==> src/rtl/writeback_queue.sv <==
// Writeback buffer: in-order FIFO feeding the register file write port.
// Define WB_FORWARD_EN to add fwd_data1/fwd_data2 forwarding outputs.
module writeback_queue #(
    parameter int DEPTH = 4,
    parameter int XLEN  = 32
) (
    input  logic                      clk,
    input  logic                      reset,
    input  logic                      ld_valid,
    output logic                      ld_ready,
    input  logic [4:0]                ld_rd,
    input  logic [XLEN-1:0]           ld_data,
    input  logic                      alu_valid,
    output logic                      alu_ready,
    input  logic [4:0]                alu_rd,
    input  logic [XLEN-1:0]           alu_data,
    input  logic                      rf_ready,
    output logic                      RegWrite,
    output logic [4:0]                Rd,
    output logic [XLEN-1:0]           Write_data,
    input  logic [4:0]                Rs1,
    input  logic [4:0]                Rs2,
    output logic                      hazard1,
    output logic                      hazard2,
    output logic [$clog2(DEPTH):0]    count,
    output logic                      full,
    output logic                      empty
`ifdef WB_FORWARD_EN
    ,
    output logic [XLEN-1:0]           fwd_data1,
    output logic [XLEN-1:0]           fwd_data2
`endif
);

    localparam int AW = $clog2(DEPTH);

    logic [4:0]      r_rd   [DEPTH];
    logic [XLEN-1:0] r_data [DEPTH];
    logic [DEPTH-1:0] r_valid;
    logic [AW-1:0]   r_wptr;
    logic [AW-1:0]   r_rptr;
    logic [AW:0]     r_count;

    logic            w_full;
    logic            w_empty;
    logic            w_push;
    logic            w_pop;
    logic [4:0]      w_in_rd;
    logic [XLEN-1:0] w_in_data;
    logic            w_hz1;
    logic            w_hz2;

    assign w_full  = (r_count == (AW+1)'(DEPTH));
    assign w_empty = (r_count == '0);

    // Load unit has fixed priority; readiness never depends on rf_ready.
    assign ld_ready  = !w_full;
    assign alu_ready = !w_full && !ld_valid;

    assign w_in_rd   = ld_valid ? ld_rd : alu_rd;
    assign w_in_data = ld_valid ? ld_data : alu_data;
    assign w_push    = !w_full && (ld_valid || alu_valid) && (w_in_rd != 5'd0);
    assign w_pop     = !w_empty && rf_ready;

    always_ff @(posedge clk) begin
        if (reset) begin
            r_wptr  <= '0;
            r_rptr  <= '0;
            r_count <= '0;
            r_valid <= '0;
        end else begin
            // Push and pop slots only coincide when empty or full,
            // where one of the two is blocked.
            if (w_push) begin
                r_rd[r_wptr]    <= w_in_rd;
                r_data[r_wptr]  <= w_in_data;
                r_valid[r_wptr] <= 1'b1;
                r_wptr          <= r_wptr + 1'b1;
            end
            if (w_pop) begin
                r_valid[r_rptr] <= 1'b0;
                r_rptr          <= r_rptr + 1'b1;
            end
            case ({w_push, w_pop})
                2'b10:   r_count <= r_count + 1'b1;
                2'b01:   r_count <= r_count - 1'b1;
                default: r_count <= r_count;
            endcase
        end
    end

    assign RegWrite   = !w_empty;
    assign Rd         = w_empty ? 5'd0 : r_rd[r_rptr];
    assign Write_data = w_empty ? '0 : r_data[r_rptr];
    assign count      = r_count;
    assign full       = w_full;
    assign empty      = w_empty;

    always_comb begin
        w_hz1 = 1'b0;
        w_hz2 = 1'b0;
        for (int i = 0; i < DEPTH; i++) begin
            if (r_valid[i] && (r_rd[i] == Rs1)) w_hz1 = 1'b1;
            if (r_valid[i] && (r_rd[i] == Rs2)) w_hz2 = 1'b1;
        end
    end

    assign hazard1 = w_hz1 && (Rs1 != 5'd0);
    assign hazard2 = w_hz2 && (Rs2 != 5'd0);

`ifdef WB_FORWARD_EN
    logic [AW-1:0] w_idx;

    // Walk oldest to youngest so the youngest match wins.
    always_comb begin
        fwd_data1 = '0;
        fwd_data2 = '0;
        w_idx     = '0;
        for (int k = 0; k < DEPTH; k++) begin
            w_idx = r_rptr + AW'(k);
            if (r_valid[w_idx] && (r_rd[w_idx] == Rs1)) fwd_data1 = r_data[w_idx];
            if (r_valid[w_idx] && (r_rd[w_idx] == Rs2)) fwd_data2 = r_data[w_idx];
        end
    end
`endif

endmodule

==> config.mk <==
export PLATFORM = sky130hd
export DESIGN_NAME = writeback_queue
export DESIGN_NICKNAME = d
export VERILOG_FILES = /design/src/rtl/writeback_queue.sv
export SDC_FILE = /design/constraint.sdc
export NUM_CORES = 1
export LEC_CHECK = 0
export CAP_MARGIN = 20
export CORE_ASPECT_RATIO = 0.6
export CORE_MARGIN = 2
export CORE_UTILIZATION = 50
export DETAILED_ROUTE_END_ITERATION = 12
export PLACE_DENSITY_LB_ADDON = 0.12
export SYNTH_ARGS = -nofsm -noshare
export SYNTH_HDL_FRONTEND = slang
export SYNTH_SLANG_ARGS = --single-unit
==> constraint.sdc <==
create_clock -name clk -period 6.84 [get_ports clk]
set_input_delay 1.368 -clock clk [delete_from_list [all_inputs] [get_ports clk]]
set_output_delay 1.368 -clock clk [all_outputs]
set_load 0.005 [all_outputs]
==> flow_summary.ini, run 1 <==
[cells_and_area]
syn_to_final_growth_pct = 30.20
fin_nets = 656
drive_above_1_share = 0.2158
antennaDiodeCount = 0

[pwr]
clkPwrFrac = 0.310
p_comb_frac = 0.305
p_seq_frac = 0.385
ir_worst_vdd_uv = 263.2
switchingPower_w = 0.0008470
switching_share = 0.2603
power.density_nw_per_um2 = 345.6
cellLeakagePower_nw = 3.104
p_int_w = 0.002407

[global_routing]
grt_pass1_wl_microns = 24160
grt_pass1_vias = 4333
antenna_found_initial = 0
overflow = 0
track_usage = 0.2070
grt_max_degree = 42

[sta]
setup_viol = 0
relSlewSlack = 0.3269
setup_tns_ns = 0
final_hold_viol_count = 0
max_freq_ghz = 0.2131
hold_ws_ns = 0.5161
clock_skew_ns = 0.01022
tightest_slew_ns = 1.010
min_period_ns = 4.693
slew_viol_final = 0
grt_setup_unrepaired = no
fin_crit_sh = 0.6861

[clock_network]
root_buffer = clkbuf_16
htree_num_levels = 4
cts_resized = 0
clk-insertion-delay-late_ns = 0.41
clock-sinks = 161
cts_made_buffers = 17
cts_tree = yes
cts_setup_buffers = 0
cts_buffer_depth = 2
ctsHoldBuffers = 0
clk_pin_slew_ns = 0.06

[synthesis]
postSynthCellCount = 425
syn_nets = 524
synth_seq_area_share = 0.6506
yosysUniqueCellTypes = 34
syn_avg_cell_area_sq_um = 17.01
synth_top_area_frac = 0.6146
ys_ff_latch = 161
synthTopCellsByArea = edfxtp_1, mux4_2, mux2_2
ys_warn_count = 0
synth_largest_area_cell = edfxtp_1
syn-cell-area_sq_um = 7231

[setup_path]
critPathLaunchType = input pin
crit_start = Rs2[3]
end_kind = output port
r2r_start = count[0]$_SDFFE_PP0P_
crit_path_max_fanout = 5
path_class = in2out
worstPathArrival_ns = 3.32
cp.required_ns = 5.47

[worst_hold_path]
hold_class = reg2reg
holdCritStartpoint = r_wptr[1]$_SDFFE_PP0N_

[placed_design]
numPortBuffers = 135
dpl.hpwl_microns = 10580
place_congestion = 0.9771

[floorplanning]
coreArea_sq_um = 13870
rows = 33
start_util = 0.5212
fp.dieW_microns = 159.3
io-pin-count = 136
die_y_microns = 97.15
die_area_sq_um = 15470

[drt]
drt_iter0_drc = 365
wire_per_inst_microns = 20.25
vias = 4141
routed_wirelength_microns = 15430
viasPerCell = 5.434
drc = 0
drt_first_pass_iters = 4
ant_nets = 0

[status]
outcome = completed

[run]
cap_violations = 0
==> cell type report <==
type / instances / area (sq um)
tap: 192 / 240.2
inverter: 10 / 42.54
fill: 975 / 4459
clock inverter: 14 / 212.7
sequential: 161 / 4707
multi-input combinational: 225 / 2384
clock buffer: 18 / 429.2
timing repair buffer: 142 / 1399
==> cell usage in the layout, fill, tap and decap left out, drive strengths merged, types with 4 or more instances in the layout <==
cell type,n
a211oi,4
bufinv,5
clkdlybuf4s50,134
nand3,9
clkbuf,18
buf,8
nor3b,4
edfxtp,148
mux4,37
nor2,10
xnor2,9
nor2b,38
dfxtp,13
ha,9
nand2,4
clkinv,7
xor2,34
inv,10
nor4,8
a21oi,9
mux2,37
==> kinds of logic (layout without fill, tap and decap cells) <==
logic type / Yosys count / after routing / synth area share
AOI/OAI and AO/OA: 17 / 17 / 0.01713
xor gates and xnor gates: 43 / 43 / 0.05209
adders and majority gates: 10 / 10 / 0.01834
buffers and inverters: 39 / 184 / 0.02319
DFF: 161 / 161 / 0.6506
muxes: 75 / 75 / 0.1748
and+or+nand+nor: 80 / 80 / 0.06385
==> sequential cells by signal, summed over array words and instances (netlist names), named ones only <==
name	cells
count	3
r_valid	4
r_rd	20
r_rptr	2
r_wptr	2
r_data	128
==> synth_stat cells <==
cell type  number
mux2_2         36
xnor2_1         9
nor3b_1         4
fa_1            1
o21a_1          2
o41a_4          1
a211oi_1        4
xor2_1         34
mux2_4          1
clkinv_4        1
nand2_2         1
buf_1           3
a21oi_2         2
buf_4           2
nand2_1         3
or4_1           2
buf_2           6
nand3_1         9
clkbuf_2        1
clkbuf_1       17
nor3_1          2
or3_1           1
mux2i_1         1
dfxtp_1        13
nand4_1         2
nor2_1         10
nor2b_1        38
ha_1            9
nor4_1          8
o21ai_0         1
a21oi_1         7
inv_1           9
mux4_2         37
edfxtp_1      148
==> critical path: stages <==
cell and delay, ns:
clkdlybuf4s50_1 0.57, xor2_1 0.21, nor4_1 0.32, nand3_1 0.13, nand4_1 0.11, o21a_1 0.12, clkdlybuf4s50_1 0.49
==> power by group through the flow <==
stage	sequential [W]	combinational (W)	clock, W
after floorplan	0.00124	0.000541	0
after global placement	0.00127	0.000997	0
after detailed placement	0.00127	0.00100	0
after CTS	0.00125	0.00101	0.00102
after global routing	0.00126	0.00108	0.00107
final	0.00125	0.000991	0.00101
==> final timing paths <==
kind	to	slack (ns)	cells after the start
setup / recovery	hazard2	2.15	7
hold / removal	r_wptr[1]$_SDFFE_PP0N_	0.52	2
setup reg to reg	r_data[3][28]$_DFFE_PP_	4.13	8
hold reg to reg	r_wptr[1]$_SDFFE_PP0N_	0.52	2
==> layer usage <==
layer  track usage  part of all wire  vias to the layer above  wire length (microns)
li1              -                 -                     1887                      -
met1        0.3127              0.47                     2094                   7309
met5             0                 0                        -                      0
met3       0.05548             0.077                        3                   1181
met4       0.04825            0.0016                        0                     25
met2        0.3020              0.45                      157                   6915
==> stage by stage <==
step / area [sq um] / setup slack [ns] / util / instances / total power (W)
2_1_floorplan: 7231 / 1.645 / - / 425 / 0.001782
3_3_place_gp: 8772 / 2.195 / 0.6323 / 730 / 0.002266
3_5_place_dp: 8772 / 2.169 / 0.6323 / 730 / 0.002276
4_1_cts: 9414 / 2.162 / 0.6786 / 762 / 0.003290
5_1_grt: 9414 / 2.066 / 0.6786 / 762 / 0.003413
6_report: 9414 / 2.147 / 0.6786 / 762 / 0.003254
Power figures use the tool's default switching activity.
==> inputs of run 2 (changes only) <==
--- a/config.mk
+++ b/config.mk
@@ -8,7 +8,7 @@
 export CAP_MARGIN = 20
 export CORE_ASPECT_RATIO = 0.6
 export CORE_MARGIN = 2
-export CORE_UTILIZATION = 50
+export CORE_UTILIZATION = 47
 export DETAILED_ROUTE_END_ITERATION = 12
 export PLACE_DENSITY_LB_ADDON = 0.12
 export SYNTH_ARGS = -nofsm -noshare
==> constraint.sdc (replaced) <==
create_clock -name clk -period 3.91 [get_ports clk]
set_input_delay 0.782 -clock clk [delete_from_list [all_inputs] [get_ports clk]]
set_output_delay 0.782 -clock clk [all_outputs]
set_load 0.005 [all_outputs]
==> run 2 against run 1 <==
Effect of this change:
- clock-buffer cell count shrank 1
- total power is 69% higher
- utilization decreased by 6.1 points
- largest cell class unchanged
- largest power group unchanged
- highest routed layer unchanged
==> flow_summary.ini, run 2 (synthesis gave the netlist of run 1 again) <==
[drt]
wire_per_inst_microns = 19.56
viasPerCell = 5.300
drt_first_pass_iters = 4
drc = 0
vias = 4118
ant_nets = 0
drt_iter0_drc = 188
routed_wirelength_microns = 15200

[floorplanning]
start_util = 0.4758
io-pin-count = 136
die_area_sq_um = 16420
die_y_microns = 100.1
coreArea_sq_um = 15200
rows = 35
fp.dieW_microns = 164.1

[clock_network]
cts_tree = yes
htree_num_levels = 4
clk-insertion-delay-late_ns = 0.42
cts_buffer_depth = 2
cts_made_buffers = 17
root_buffer = clkbuf_16
cts_setup_buffers = 0
clk_pin_slew_ns = 0.07
clock-sinks = 161
ctsHoldBuffers = 0
cts_resized = 0

[cells_and_area]
multi_input_area_sq_um = 2390
top_register = r_data
final_cell_mix = edfxtp_1, clkdlybuf4s50_1, nor2b_1
antennaDiodeCount = 0
largest_register_ffs = 128
syn_to_final_growth_pct = 29.85
layout.cells.non_filler = 777
top_regs = r_data x128, r_rd x20, r_valid x4
fin_nets = 661
drive_above_1_share = 0.2230
final_common_cell = edfxtp_1
register_area_sq_um = 4707
fill_cells = 1138

[sta]
relSlewSlack = 0.5163
grt_setup_unrepaired = no
worst_slack_ns = 0.4145
fin_crit_sh = 0.8940
min_period_ns = 3.495
max_freq_ghz = 0.2861
slew_viol_final = 0
clock_skew_ns = 0.01295
final_hold_viol_count = 0
tightest_slew_ns = 0.7232
setup_viol = 0

[global_routing]
track_usage = 0.1981
grt_max_degree = 41
grt_pass1_wl_microns = 23700
antenna_found_initial = 0
overflow = 0
grt_pass1_vias = 4242

[pwr]
p_comb_frac = 0.320
switchingPower_w = 0.001528
p_seq_frac = 0.397
power.density_nw_per_um2 = 584.3
switching_share = 0.2785
p_int_w = 0.003958
ir_worst_vdd_uv = 547.1
cellLeakagePower_nw = 3.095
clkPwrFrac = 0.284

[setup_path]
path_class = in2out
worstPathArrival_ns = 2.71
end_kind = output port
cp.required_ns = 3.13
critPathLaunchType = input pin
crit_path_max_fanout = 5

[status]
outcome = completed

[placed_design]
dp_slack_ns = 0.4082
numPortBuffers = 135
dpl.hpwl_microns = 9966
place_congestion = 0.9012
place_inst = 746

[run]
cap_violations = 0

[worst_hold_path]
hold_class = reg2reg
run 2: cell types whose count changed in the layout (fill, tap and decap cells not counted), sizes merged:
cell	delta
buf	+5
bufinv	-4
inv	+4
clkbuf	-1
run 2: through the flow:
stage	TNS [ns]	util	instance area (sq um)	hold slack, ns	power [W]
final	0	0.6179	9389	0.5070	0.005486
after global routing	0	0.6179	9389	0.5397	0.005777
after CTS	0	0.6179	9389	0.5080	0.005558
after detailed placement	0	0.5811	8830	0.4974	0.004000
after global placement	0	0.5811	8830	0.4897	0.003981
after floorplan	-76.66	-	7236	0.4740	0.003118
run 2: per-layer routing:
| layer | global-route usage | vias up | part of all wire |
|---|---|---|---|
| met1 | 0.2929 | 2075 | 0.47 |
| met4 | 0.06275 | 0 | 0.0082 |
| li1 | - | 1903 | - |
| met5 | 0 | - | 0 |
| met3 | 0.04091 | 13 | 0.069 |
| met2 | 0.2980 | 127 | 0.46 |
run 2: power groups by stage:
stage / clock network [W] / registers (W) / logic, W
after floorplan: 0 / 0.00217 / 0.000947
after global placement: 0 / 0.00221 / 0.00177
after detailed placement: 0 / 0.00222 / 0.00178
after CTS: 0.00158 / 0.00218 / 0.00179
after global routing: 0.00166 / 0.00220 / 0.00192
final: 0.00156 / 0.00218 / 0.00175
run 2: area by class of cell:
type,instances,share of cell area
timing repair buffer,147,0.1530
multi-input combinational,225,0.2545
sequential,161,0.5013
clock buffer,17,0.04531
clock inverter,14,0.01426
tap,203,0.02705
inverter,10,0.004531
run 2: worst paths after layout:
path              slack, ns                    from  depth (start not counted)                      to
hold / removal         0.51  r_wptr[0]$_SDFFE_PP0N_                          2  r_wptr[0]$_SDFFE_PP0N_
hold reg to reg        0.51  r_wptr[0]$_SDFFE_PP0N_                          2  r_wptr[0]$_SDFFE_PP0N_
setup / recovery       0.41                  Rs2[0]                          7                 hazard2
setup reg to reg       1.18   count[2]$_SDFFE_PP0P_                          9   count[2]$_SDFFE_PP0P_
run 2: critical path, stage by stage:
cell	delay, ns
clkdlybuf4s50_1	0.57
xor2_1	0.22
nor4_1	0.27
nand3_1	0.12
nand4_1	0.13
o21a_1	0.13
clkdlybuf4s50_1	0.49
==> inputs of run 3 (changes only) <==
--- a/config.mk
+++ b/config.mk
@@ -5,10 +5,10 @@
 export SDC_FILE = /design/constraint.sdc
 export NUM_CORES = 1
 export LEC_CHECK = 0
-export CAP_MARGIN = 20
+export CAP_MARGIN = 30
 export CORE_ASPECT_RATIO = 0.6
 export CORE_MARGIN = 2
-export CORE_UTILIZATION = 47
+export CORE_UTILIZATION = 50
 export DETAILED_ROUTE_END_ITERATION = 12
 export PLACE_DENSITY_LB_ADDON = 0.12
 export SYNTH_ARGS = -nofsm -noshare
==> constraint.sdc (replaced) <==
create_clock -name clk -period 3.8 [get_ports clk]
set_input_delay 0.76 -clock clk [delete_from_list [all_inputs] [get_ports clk]]
set_output_delay 0.76 -clock clk [all_outputs]
set_load 0.005 [all_outputs]
==> run 3 against run 2 <==
Effect of this change:
- combinational power up 3%
- sequential cell count stayed put
- sequential share of layout area down 0.21 points
==> flow_summary.ini, run 3 (synthesis gave the netlist of run 1 again) <==
[global_routing]
grt_pass1_vias = 4351
grt_max_degree = 41
track_usage = 0.2123
overflow = 0
antenna_found_initial = 0
grt_pass1_wl_microns = 24660

[setup_path]
worstPathArrival_ns = 2.76
r2r_end = r_data[1][19]$_DFFE_PP_
end_kind = output port
cp.required_ns = 3.04
ff2ff_setup_slack_ns = 1.05
crit_start = Rs2[4]
critPathLaunchType = input pin
setup.worst_path.end = hazard2
r2r_start = count[0]$_SDFFE_PP0P_
crit_path_max_fanout = 5
reg2regPathDepth = 8
path_class = in2out

[placed_design]
place_congestion = 0.9181
place_inst = 736
dpl.hpwl_microns = 10670
numPortBuffers = 135

[floorplanning]
rows = 33
fp.dieW_microns = 159.3
die_area_sq_um = 15470
coreArea_sq_um = 13870
start_util = 0.5212
io-pin-count = 136
die_y_microns = 97.15

[drt]
drt_iter0_drc = 252
drt_first_pass_iters = 5
drc = 0
vias = 4135
routed_wirelength_microns = 15550
wire_per_inst_microns = 20.24
ant_nets = 0
viasPerCell = 5.384

[pwr]
cellLeakagePower_nw = 3.112
power.density_nw_per_um2 = 606.0
ir_worst_vdd_uv = 628.0

[clock_network]
htree_num_levels = 4
cts_resized = 0
ctsHoldBuffers = 0
cts_tree = yes
clk_pin_slew_ns = 0.07
cts_buffer_depth = 2
cts_setup_buffers = 0
clock-sinks = 161
root_buffer = clkbuf_16
cts_made_buffers = 17
clk-insertion-delay-late_ns = 0.42

[sta]
setup_tns_ns = 0
tightest_slew_ns = 0.8078
fin_crit_sh = 0.9253
max_freq_ghz = 0.2844
min_period_ns = 3.516
setup_viol = 0
clock_skew_ns = 0.01533
slew_viol_final = 0
relSlewSlack = 0.4591
grt_setup_unrepaired = no
final_hold_viol_count = 0

[cells_and_area]
fin_util = 0.6796
top_register = r_data
largest_register_ffs = 128
fill_cells = 976
syn_to_final_growth_pct = 30.39
layout.cells.non_filler = 768
top_regs = r_data x128, r_rd x20, r_valid x4
final_cell_mix = edfxtp_1, clkdlybuf4s50_1, nor2b_1
antennaDiodeCount = 0
fin_nets = 662
drive_above_1_share = 0.2274
final_common_cell = edfxtp_1

[status]
outcome = completed

[worst_hold_path]
hold_class = reg2reg

[run]
cap_violations = 0
[run 3: worst min-delay path by stage]
stage                           startpoint                     end  slack (ns)  cells after the start
floorplan           r_wptr[1]$_SDFFE_PP0N_  r_wptr[1]$_SDFFE_PP0N_        0.47                      2
global placement    r_wptr[1]$_SDFFE_PP0N_  r_wptr[1]$_SDFFE_PP0N_        0.49                      2
detailed placement  r_wptr[1]$_SDFFE_PP0N_  r_wptr[1]$_SDFFE_PP0N_        0.50                      2
CTS                 r_wptr[1]$_SDFFE_PP0N_  r_wptr[1]$_SDFFE_PP0N_        0.51                      2
global route        r_wptr[0]$_SDFFE_PP0N_  r_wptr[0]$_SDFFE_PP0N_        0.54                      2
finish              r_wptr[1]$_SDFFE_PP0N_  r_wptr[1]$_SDFFE_PP0N_        0.51                      2
[run 3: area by class of cell]
type / count / area, sq um / area share
clock buffers: 18 / 429.2 / 0.04552
inverters: 10 / 42.54 / 0.004512
flip-flops and latches: 161 / 4707 / 0.4993
multi-input cells: 225 / 2390 / 0.2535
repair buffers: 148 / 1469 / 0.1558
clock inverters: 14 / 150.1 / 0.01593
well taps: 192 / 240.2 / 0.02548
[run 3: per-layer routing]
| metal | GRT usage | up-vias | wire, microns |
|---|---|---|---|
| li1 | - | 1905 | - |
| met1 | 0.3151 | 2051 | 7362 |
| met2 | 0.3124 | 170 | 6917 |
| met3 | 0.06189 | 9 | 1152 |
| met4 | 0.04895 | 0 | 115 |
| met5 | 0 | - | 0 |
[run 3: critical path, stage by stage]
cell	delay [ns]
clkdlybuf4s50_1	0.54
xor2_1	0.23
nor4_1	0.38
nand3_1	0.13
nand4_1	0.10
o21a_1	0.12
clkdlybuf4s50_1	0.49
[run 3: stage by stage]
step / setup slack (ns) / area [sq um] / hold slack (ns) / power, W
floorplan: -0.7787 / 7236 / 0.4740 / 0.003208
global placement: 0.1229 / 8848 / 0.4919 / 0.004106
detailed placement: 0.3110 / 8848 / 0.4997 / 0.004132
CTS: 0.3084 / 9428 / 0.5100 / 0.005788
global route: 0.2455 / 9428 / 0.5435 / 0.005998
finish: 0.2837 / 9428 / 0.5120 / 0.005714
[run 3: power breakdown]
part | leakage [nW] | switching, W | internal, W
Sequential | 1.46 | 0.000124 | 0.00213
Combinational | 1.38 | 0.000759 | 0.00104
Clock | 0.275 | 0.000731 | 0.000927
